## src/rtl/mem_arbiter_if.sv

```systemverilog
// Processor/RAM signal bundle for mem_arbiter.
// master = arbiter view, slave = processor/RAM environment view.
interface mem_arbiter_if;
  localparam int unsigned DataW  = 32;
  localparam int unsigned StateW = 2;

  logic              iREN;
  logic [DataW-1:0]  iaddr;
  logic              iwait;
  logic [DataW-1:0]  iload;

  logic              dREN;
  logic              dWEN;
  logic [DataW-1:0]  daddr;
  logic [DataW-1:0]  dstore;
  logic              dwait;
  logic [DataW-1:0]  dload;

  logic              ramREN;
  logic              ramWEN;
  logic [DataW-1:0]  ramaddr;
  logic [DataW-1:0]  ramstore;
  logic [DataW-1:0]  ramload;
  logic [StateW-1:0] ramstate;

  logic              memerr;

  modport master (
    input  iREN, iaddr, dREN, dWEN, daddr, dstore, ramload, ramstate,
    output iwait, iload, dwait, dload, ramREN, ramWEN, ramaddr, ramstore, memerr
  );

  modport slave (
    output iREN, iaddr, dREN, dWEN, daddr, dstore, ramload, ramstate,
    input  iwait, iload, dwait, dload, ramREN, ramWEN, ramaddr, ramstore, memerr
  );
endinterface

```

## src/rtl/mem_arbiter.sv

```systemverilog
// Instruction/data arbiter in front of a single-ported RAM; holds one grant until completion.
// Build option MEM_ARB_RR_EN: round-robin instead of fixed data-over-instruction priority.
module mem_arbiter (
  input  logic          CLK,
  input  logic          nRST,
  mem_arbiter_if.master bus
);
  localparam int unsigned DataW = 32;
  localparam logic [1:0]  RamAccess = 2'd2;
  localparam logic [1:0]  RamError  = 2'd3;

  typedef enum logic [1:0] {IDLE, GNT_D, GNT_I} state_e;

  state_e state_q, state_d;
  logic   memerr_q, memerr_d;
  logic   d_req;
  logic   done;
  logic   err;

`ifdef MEM_ARB_RR_EN
  // 1 when the data port held the most recent completed grant
  logic   last_d_q, last_d_d;
`endif

  assign d_req = bus.dREN | bus.dWEN;
  assign done  = (bus.ramstate == RamAccess) || (bus.ramstate == RamError);
  assign err   = (bus.ramstate == RamError);

  assign bus.memerr = memerr_q;
  assign bus.iload  = bus.ramload;
  assign bus.dload  = bus.ramload;

  always_ff @(posedge CLK or posedge nRST) begin
    if (nRST) begin
      state_q  <= IDLE;
      memerr_q <= 1'b0;
`ifdef MEM_ARB_RR_EN
      last_d_q <= 1'b0;
`endif
    end else begin
      state_q  <= state_d;
      memerr_q <= memerr_d;
`ifdef MEM_ARB_RR_EN
      last_d_q <= last_d_d;
`endif
    end
  end

  always_comb begin
    state_d      = state_q;
    memerr_d     = memerr_q;
`ifdef MEM_ARB_RR_EN
    last_d_d     = last_d_q;
`endif
    bus.ramREN   = 1'b0;
    bus.ramWEN   = 1'b0;
    bus.ramaddr  = DataW'(0);
    bus.ramstore = DataW'(0);
    bus.iwait    = 1'b1;
    bus.dwait    = 1'b1;

    case (state_q)
      IDLE: begin
`ifdef MEM_ARB_RR_EN
        if (d_req && bus.iREN) state_d = last_d_q ? GNT_I : GNT_D;
        else if (d_req)        state_d = GNT_D;
        else if (bus.iREN)     state_d = GNT_I;
`else
        if (d_req)             state_d = GNT_D;
        else if (bus.iREN)     state_d = GNT_I;
`endif
      end

      GNT_D: begin
        if (!d_req) begin
          state_d = IDLE;
        end else begin
          bus.ramaddr  = bus.daddr;
          bus.ramstore = bus.dstore;
          bus.ramWEN   = bus.dWEN;
          bus.ramREN   = ~bus.dWEN;
          if (done) begin
            bus.dwait = 1'b0;
            state_d   = IDLE;
            if (err) memerr_d = 1'b1;
`ifdef MEM_ARB_RR_EN
            last_d_d  = 1'b1;
`endif
          end
        end
      end

      GNT_I: begin
        if (!bus.iREN) begin
          state_d = IDLE;
        end else begin
          bus.ramREN  = 1'b1;
          bus.ramaddr = bus.iaddr;
          if (done) begin
            bus.iwait = 1'b0;
            state_d   = IDLE;
            if (err) memerr_d = 1'b1;
`ifdef MEM_ARB_RR_EN
            last_d_d  = 1'b0;
`endif
          end
        end
      end

      default: state_d = IDLE;
    endcase
  end
endmodule

```

## src/flat_wrapper.sv

```systemverilog
// flat-port wrapper written by rule: the top's interface ports become plain ports
module mem_arbiter_flat 
  (CLK, nRST, bus_iREN, bus_iaddr, bus_dREN, bus_dWEN, bus_daddr, bus_dstore, bus_ramload, bus_ramstate, bus_iwait, bus_iload, bus_dwait, bus_dload, bus_ramREN, bus_ramWEN, bus_ramaddr, bus_ramstore, bus_memerr);
  mem_arbiter_if bus_i ();
  input  logic CLK;
  input  logic nRST;
  input wire logic [$bits(bus_i.iREN)-1:0] bus_iREN;
  input wire logic [$bits(bus_i.iaddr)-1:0] bus_iaddr;
  input wire logic [$bits(bus_i.dREN)-1:0] bus_dREN;
  input wire logic [$bits(bus_i.dWEN)-1:0] bus_dWEN;
  input wire logic [$bits(bus_i.daddr)-1:0] bus_daddr;
  input wire logic [$bits(bus_i.dstore)-1:0] bus_dstore;
  input wire logic [$bits(bus_i.ramload)-1:0] bus_ramload;
  input wire logic [$bits(bus_i.ramstate)-1:0] bus_ramstate;
  output wire logic [$bits(bus_i.iwait)-1:0] bus_iwait;
  output wire logic [$bits(bus_i.iload)-1:0] bus_iload;
  output wire logic [$bits(bus_i.dwait)-1:0] bus_dwait;
  output wire logic [$bits(bus_i.dload)-1:0] bus_dload;
  output wire logic [$bits(bus_i.ramREN)-1:0] bus_ramREN;
  output wire logic [$bits(bus_i.ramWEN)-1:0] bus_ramWEN;
  output wire logic [$bits(bus_i.ramaddr)-1:0] bus_ramaddr;
  output wire logic [$bits(bus_i.ramstore)-1:0] bus_ramstore;
  output wire logic [$bits(bus_i.memerr)-1:0] bus_memerr;
  assign bus_i.iREN = bus_iREN;
  assign bus_i.iaddr = bus_iaddr;
  assign bus_i.dREN = bus_dREN;
  assign bus_i.dWEN = bus_dWEN;
  assign bus_i.daddr = bus_daddr;
  assign bus_i.dstore = bus_dstore;
  assign bus_i.ramload = bus_ramload;
  assign bus_i.ramstate = bus_ramstate;
  assign bus_iwait = bus_i.iwait;
  assign bus_iload = bus_i.iload;
  assign bus_dwait = bus_i.dwait;
  assign bus_dload = bus_i.dload;
  assign bus_ramREN = bus_i.ramREN;
  assign bus_ramWEN = bus_i.ramWEN;
  assign bus_ramaddr = bus_i.ramaddr;
  assign bus_ramstore = bus_i.ramstore;
  assign bus_memerr = bus_i.memerr;
  mem_arbiter u_core (.CLK(CLK), .nRST(nRST), .bus(bus_i));
endmodule
```

## config.mk

```make
export PLATFORM = sky130hd
export DESIGN_NAME = mem_arbiter_flat
export DESIGN_NICKNAME = d
export VERILOG_FILES = /design/src/rtl/mem_arbiter_if.sv /design/src/rtl/mem_arbiter.sv /design/src/flat_wrapper.sv
export SDC_FILE = /design/constraint.sdc
export NUM_CORES = 1
export LEC_CHECK = 0
export ABC_AREA = 0
export BUFFER_PORTS_ARGS = -buffer_cell sky130_fd_sc_hd__buf_2
export CORE_AREA = 8 8 97 99
export DETAILED_ROUTE_END_ITERATION = 12
export DIE_AREA = 0 0 105 107
export GPL_ROUTABILITY_DRIVEN = 0
export HOLD_SLACK_MARGIN = 0.08
export SLEW_MARGIN = 25
export SYNTH_ARGS = -nofsm -noshare
export SYNTH_HDL_FRONTEND = slang
export SYNTH_SLANG_ARGS = --single-unit
```

## constraint.sdc

```tcl
create_clock -name CLK -period 2.12 [get_ports CLK]
set_input_delay 0.106 -clock CLK [delete_from_list [all_inputs] [get_ports CLK]]
set_output_delay 0.106 -clock CLK [all_outputs]
set_load 0.01 [all_outputs]
```

# Word-level counts from Yosys, hierarchy flattened
# Cells that the tools add are included.
# totals
reg_bits,3
input_bits,135
out_inout_bits,133
word_cells,41
# classes
eq_ne,7
mux,26
bitwise,2
reduce_logical,4
# ops
operator,n
32-bit two-way mux,4
32-bit one-hot mux with 2 select lines,1
1-bit two-way mux,13
2-bit two-way mux,5
"2-bit equality test, second input constant",3
2-bit one-hot mux with 3 select lines,1
1-bit one-hot mux with 2 select lines,2
"3-bit by 2-bit != test with 1-bit output, second input constant",1
3-bit AND reduction,1
"2-bit by 1-bit equality test with 1-bit output, second input constant",1
2-bit logical NOT,1
"2-bit by 1-bit != test with 1-bit output, second input constant",1
"2-bit != test, second input constant",1
2-bit nonzero test,1
1-bit logical OR,1
1-bit NOT,1
1-bit OR,1

# Logic depth before layout (Yosys ltp)
# Gate-level depths: netlist of the first run.
# logic_depth
depth_word,5
ltp_mapped,7
mapped_depth_nobuf,5

# Least setup slack after synthesis of the first run
# No wires, ideal clock.
# synth_path
kind,flip-flop to output port
startpoint,register u_core.state_q[1]
endpoint,output port bus_ramaddr[10]
arrival_time_ps,1332
required_ps,2014
setup_slack_ps,682
stages_incl_launch_ff,8
n_path_buf,2
path_cell_list,dfrtp_1 > inv_1 > ha_1 > o21a_1 > buf_6 > buf_6 > a22oi_1 > nor2b_1
# synth_between
elab_chain_len,2
word_cells_on_any_way,3
cone_classes,eq/ne (2); mux (1)
# synth_lines
item,line,rtl
from (decl),mem_arbiter.sv:14,"state_e state_q, state_d;"
from (signal assigned),mem_arbiter.sv:41,state_q <= state_d;
2-bit equality test or 2-bit by 1-bit equality test with 1-bit output (tied branches),mem_arbiter.sv:62,case (state_q)
32-bit one-hot mux with 2 select lines *,mem_arbiter.sv:62,
to (decl),flat_wrapper.sv:21,output wire logic [$bits(bus_i.ramaddr)-1:0] bus_ramaddr;
# Mark *: on every way between the ends. The rest lies on a longest branch, timed or not.

# Final worst setup path of the first run
# layout_path
startpoint,register u_core.state_q[0]
endpoint,output port bus_ramaddr[31]
# Same word-level chain as after synthesis.

==> impl_metrics.json, run 1 <==
{
  "finalHoldViolCount": 0,
  "skew_ps": 1.81,
  "status": "finished clean",
  "die_area_um2": 11200,
  "fin_hold_ws_ps": 150,
  "syn_area_per_cell_um2": 7.19,
  "synth_edf_count": 0,
  "cts_tree": "done",
  "dpl.hpwl_mm": 5.50,
  "drc": 0,
  "grt_overflow": 0,
  "ys_dominant_reg_cell": "dfrtp_1",
  "dp.cells": 409,
  "track_usage_pct": 10.0,
  "synthArstFlopShare_pct": 100,
  "r2r-start": "u_core.state_q[1]",
  "final_common_cell": "buf_2",
  "syn_to_final_growth_pct": 35.4,
  "die_x_um": 105,
  "clk_latency_ps": 210,
  "reg2reg_depth": 5,
  "antenna_cells": 0,
  "crit_start": "u_core.state_q[0]",
  "wl_mm": 6.47,
  "worstMarginPinSlew_ps": 379,
  "wire_per_inst_um": 15.6,
  "cts_setup_buffers": 0,
  "fin_tns_setup_ps": 0,
  "drive_gt1_share_pct": 58.6,
  "power_density_nw_per_um2": 792,
  "postLayoutCellArea_um2": 2010,
  "cts_inserted_buffers": 3,
  "start_kind": "register",
  "p_clk_share_pct": 10.4,
  "finalCritPeriodShare_pct": 89.0,
  "critPathKind": "register to output port",
  "p_comb_share_pct": 84.1,
  "cap_violations": 0,
  "synthesis.instances": 206,
  "maxSlewViolCount": 0,
  "p_sw_w": 0.000740,
  "slew_headroom_pct": 74.8,
  "synth.area.top_cells": "buf_4 34%, a22oi_1 16%, and2_1 14%",
  "antenna_left": 0,
  "syn-cell-area_um2": 1480,
  "clkSinkCount": 3,
  "total_power_w": 0.00159,
  "ys_seq_area_share_pct": 5.07,
  "worst-path-max-fanout": 23,
  "critPathCaptureType": "output port",
  "die_y_um": 107,
  "boundaryPins": 268,
  "hold_class": "input pin to register",
  "htree_levels": 1,
  "synth_top_cell_area_share_pct": 34.0,
  "via_count": 1701,
  "port_buffers": 171,
  "row_count": 33,
  "ys_types": 24,
  "synth_warnings": 0,
  "setup_viol": 0,
  "grt_setup_unrepaired": "false",
  "worstSetupEndpoint": "bus_ramaddr[31]",
  "initial_core_util_pct": 18.7,
  "critPathArrivalTime_ps": 1780,
  "instances_no_fill": 414,
  "power_leakage_nw": 1.11,
  "max_freq_mhz": 530,
  "p_sw_share_pct": 46.6,
  "n_fill_cell": 899,
  "first_pass_iters": 4,
  "sequentialPowerShare_pct": 5.5,
  "grt_pass1_wl_mm": 9.28,
  "required_ps": 2010,
  "grt_max_degree": 41,
  "ir_worst_vdd_uv": 188,
  "min_period_ps": 1890,
  "synth.ff_latch_count": 3,
  "final_cell_mix": "171 x buf_2, 34 x and2_1, 32 x a22oi_1, 32 x nor2b_1",
  "internal_power_w": 0.000849,
  "clockRootBuffer": "clkbuf_8",
  "postPlaceCellArea_um2": 1950,
  "vias_per_cell": 4.11,
  "syn_nets": 345,
  "path_clk_slew_ps": 30,
  "r2r_end": "u_core.state_q[0]",
  "antenna_found_initial": 0,
  "drt-initial-drc-count": 83,
  "r2r_slack_ps": 710,
  "grt_pass1_vias": 1695,
  "fp.coreArea_um2": 7930,
  "cts_buffer_depth": 2,
  "synth_top_area_cell": "buf_4",
  "nNetsFinal": 449
}
-- sequential cells by signal (all words and copies together) (netlist names) --
name	count
u_core.state_q	2
u_core.bus.memerr	1
-- worst min-delay path by stage --
stage | from | endpoint | cells after the start
2_1_floorplan | nRST | u_core.bus.memerr | 1
3_3_place_gp | nRST | u_core.state_q[0] | 2
3_5_place_dp | nRST | u_core.state_q[0] | 2
4_1_cts | bus_ramstate[0] | u_core.bus.memerr | 2
5_1_grt | bus_ramstate[0] | u_core.bus.memerr | 2
6_report | bus_ramstate[0] | u_core.bus.memerr | 2
-- power groups by stage --
stage               clock network (W)  registers, W  logic [W]
floorplan                           0     0.0000866   0.000967
global route                 0.000177     0.0000918    0.00148
global placement                    0     0.0000883    0.00134
CTS                          0.000171     0.0000878    0.00137
finish                       0.000165     0.0000878    0.00134
detailed placement                  0     0.0000884    0.00136
-- Yosys cell counts, drive strengths merged, types with 2 or more instances --
cell type,instances
buf,73
nand2,4
nor2b,32
and2,35
a22oi,32
dfrtp,3
nor2,2
clkbuf,5
inv,4
ha,4
o21ai,4
-- repair_timing --
action	4_1_cts	5_1_grt
endpoints found under the hold margin	3	0
gates resized for setup	0	1
endpoints found under the setup margin	0	11
hold buffers	1	0
-- per-layer routing --
layer | GRT usage [%] | wire, µm | up-vias
li1 | - | - | 824
met1 | 9.35 | 2210 | 756
met2 | 18.5 | 3310 | 105
met3 | 4.32 | 742 | 16
met4 | 4.79 | 198 | 0
met5 | 0 | 0 | -
-- worst max-delay path, stage by stage (launching register included) --
cell,delay (ps)
dfrtp_1,410
inv_1,100
ha_1,220
and2_1,180
buf_4,280
a22oi_1,110
nor2b_1,130
buf_2,140
-- through the flow --
step	setup WS (ps)	utilization, %
4_1_cts	140	25.3
2_1_floorplan	682	-
6_report	232	25.3
3_5_place_dp	372	24.6
3_3_place_gp	417	24.6
5_1_grt	49.3	25.3
-- area by class of cell --
cell class | instances | area, µm² | area share (%)
well taps | 105 | 131 | 6.55
repair buffers | 177 | 920 | 45.9
multi-input cells | 121 | 820 | 40.9
inverters | 4 | 15.0 | 0.749
clock buffers | 4 | 45.0 | 2.25
flip-flops and latches | 3 | 75.1 | 3.74
-- cell families after synthesis --
kind of cell             count (synthesis)  synth area share (%)
AO/OA/AOI/OAI                           42                  20.9
flip-flops                               3                  5.07
AND/OR/NAND/NOR                         75                  31.0
adder cells (fa/ha/maj)                  4                  3.38
buffers and inverters                   82                  39.7
Power figures use the tool's default switching activity.
==> inputs of run 2 (changes only) <==
Settings changed: CELL_PAD_IN_SITES_DETAIL_PLACEMENT from default to 1, CELL_PAD_IN_SITES_GLOBAL_PLACEMENT from default to 2, CORE_AREA 8 8 97 99 to 8 8 174 94, DIE_AREA 0 0 105 107 to 0 0 182 102, PLACE_DENSITY_LB_ADDON from default to 0.1.
==> impl_metrics.json, run 2 (synthesis results as in run 1) <==
{
  "status": "finished clean",
  "path_clk_slew_ps": 30,
  "r2r-start": "u_core.state_q[1]",
  "dpl.hpwl_mm": 6.39,
  "power_density_nw_per_um2": 835,
  "hold_depth": 2,
  "critPathKind": "register to output port",
  "n_fill_cell": 1738,
  "skew_ps": 0.797,
  "antenna_left": 0,
  "antenna_found_initial": 1,
  "ir_worst_vdd_uv": 275,
  "p_sw_w": 0.000802,
  "track_usage_pct": 7.42,
  "layout_setup_ws_ps": 240,
  "grt_setup_unrepaired": "false",
  "drive_gt1_share_pct": 58.6,
  "fp.coreArea_um2": 14000,
  "holdPathEnd": "u_core.bus.memerr",
  "cap_violations": 0,
  "hold_class": "input pin to register",
  "largest_register_ffs": 2,
  "pre_cts_slack_ps": 376,
  "final_cell_mix": "171 x buf_2, 34 x and2_1, 32 x a22oi_1, 32 x nor2b_1",
  "cts_inserted_buffers": 3,
  "cts_tree": "done",
  "critPathArrivalTime_ps": 1770,
  "min_period_ps": 1880,
  "clockRootBuffer": "clkbuf_16",
  "internal_power_w": 0.000990,
  "grt_pass1_vias": 1845,
  "grt_pass1_wl_mm": 11.0,
  "fin_tns_setup_ps": 0,
  "grt_overflow": 0,
  "multi_input_comb_area_um2": 820,
  "wl_mm": 7.49,
  "via_count": 1708,
  "die_area_um2": 18600,
  "wire_per_inst_um": 15.3,
  "syn_to_final_growth_pct": 44.9,
  "p_sw_share_pct": 44.8,
  "crit_start": "u_core.state_q[1]",
  "antenna_cells": 0,
  "clkSinkCount": 3,
  "required_ps": 2010,
  "vias_per_cell": 3.49,
  "worstMarginPinSlew_ps": 337,
  "port_buffers": 171,
  "die_y_um": 102,
  "reg2reg_depth": 5,
  "critPathCaptureType": "output port",
  "finalCritPeriodShare_pct": 88.7,
  "sequentialPowerShare_pct": 5.0,
  "drt-initial-drc-count": 58,
  "p_clk_share_pct": 17.0,
  "worst-path-max-fanout": 40,
  "maxSlewViolCount": 0,
  "slew_headroom_pct": 77.4,
  "row_count": 31,
  "htree_levels": 1,
  "cts_buffer_depth": 2,
  "initial_core_util_pct": 10.6,
  "max_freq_mhz": 532,
  "final_common_cell": "buf_2",
  "r2r_end": "u_core.state_q[0]",
  "finalHoldViolCount": 0,
  "clk_latency_ps": 220,
  "grt_max_degree": 41,
  "boundaryPins": 268,
  "nNetsFinal": 449,
  "first_pass_iters": 4,
  "die_x_um": 182,
  "start_kind": "register",
  "ff_latch_area_um2": 75.1,
  "r2r_slack_ps": 650,
  "min_from": "bus_ramstate[0]",
  "regMostFlops": "u_core.state_q",
  "setup_viol": 0,
  "p_comb_share_pct": 78.0,
  "power_leakage_nw": 1.13,
  "drc": 0
}
[run 2: layer usage]
| layer | routed length [µm] | up-vias | share of wire (%) | track usage, % |
|---|---|---|---|---|
| li1 | - | 826 | - | - |
| met1 | 3450 | 777 | 46 | 9.39 |
| met2 | 3290 | 98 | 44 | 11.8 |
| met3 | 729 | 5 | 9.7 | 2.98 |
| met4 | 6 | 2 | 0.080 | 1.44 |
| met5 | 13 | - | 0.17 | 0 |
[run 2: critical path, stage by stage, from the launching register on]
cell and delay [ps]:
dfrtp_1 410, inv_1 100, ha_1 220, o21a_2 200
buf_12 200, a22oi_1 120, nor2b_1 130, buf_2 150
[run 2: cell type report]
cell class              count  share of cell area [%]
multi-input cells         121                    38.2
flip-flops and latches      3                    3.50
clock buffers               4                    3.67
well taps                 181                    10.5
repair buffers            177                    43.4
inverters                   4                   0.699
[run 2: through the flow]
step	instances	hold slack (ps)	power (W)	util (%)	instance area [µm²]
floorplan	206	-140	0.00105	-	1480
global placement	485	-21.8	0.00157	14.7	2050
detailed placement	485	-14.2	0.00154	14.7	2050
CTS	490	136	0.00185	15.3	2140
global route	490	137	0.00198	15.4	2150
finish	490	133	0.00179	15.4	2150
[run 2: power by group through the flow]
stage,combinational [W],sequential (W),clock (W)
4_1_cts,0.00145,0.0000905,0.000312
3_3_place_gp,0.00147,0.0000913,0
2_1_floorplan,0.000967,0.0000866,0
6_report,0.00140,0.0000895,0.000304
3_5_place_dp,0.00145,0.0000913,0
5_1_grt,0.00156,0.0000931,0.000322
[run 2: how the worst max path moves through the flow]
stage / endpoint / depth (start not counted)
final: bus_ramaddr[29] / 7
after global routing: bus_ramaddr[29] / 7
after CTS: bus_ramaddr[20] / 7
after detailed placement: bus_ramaddr[20] / 7
after global placement: bus_ramaddr[15] / 7
after floorplan: bus_ramaddr[10] / 7
[run 2: timing repair]
action	in CTS	in global routing
gates resized for setup	0	1
hold endpoints to repair	3	0
hold buffers	1	0
setup buffers	0	0
endpoints found under the setup margin	0	1
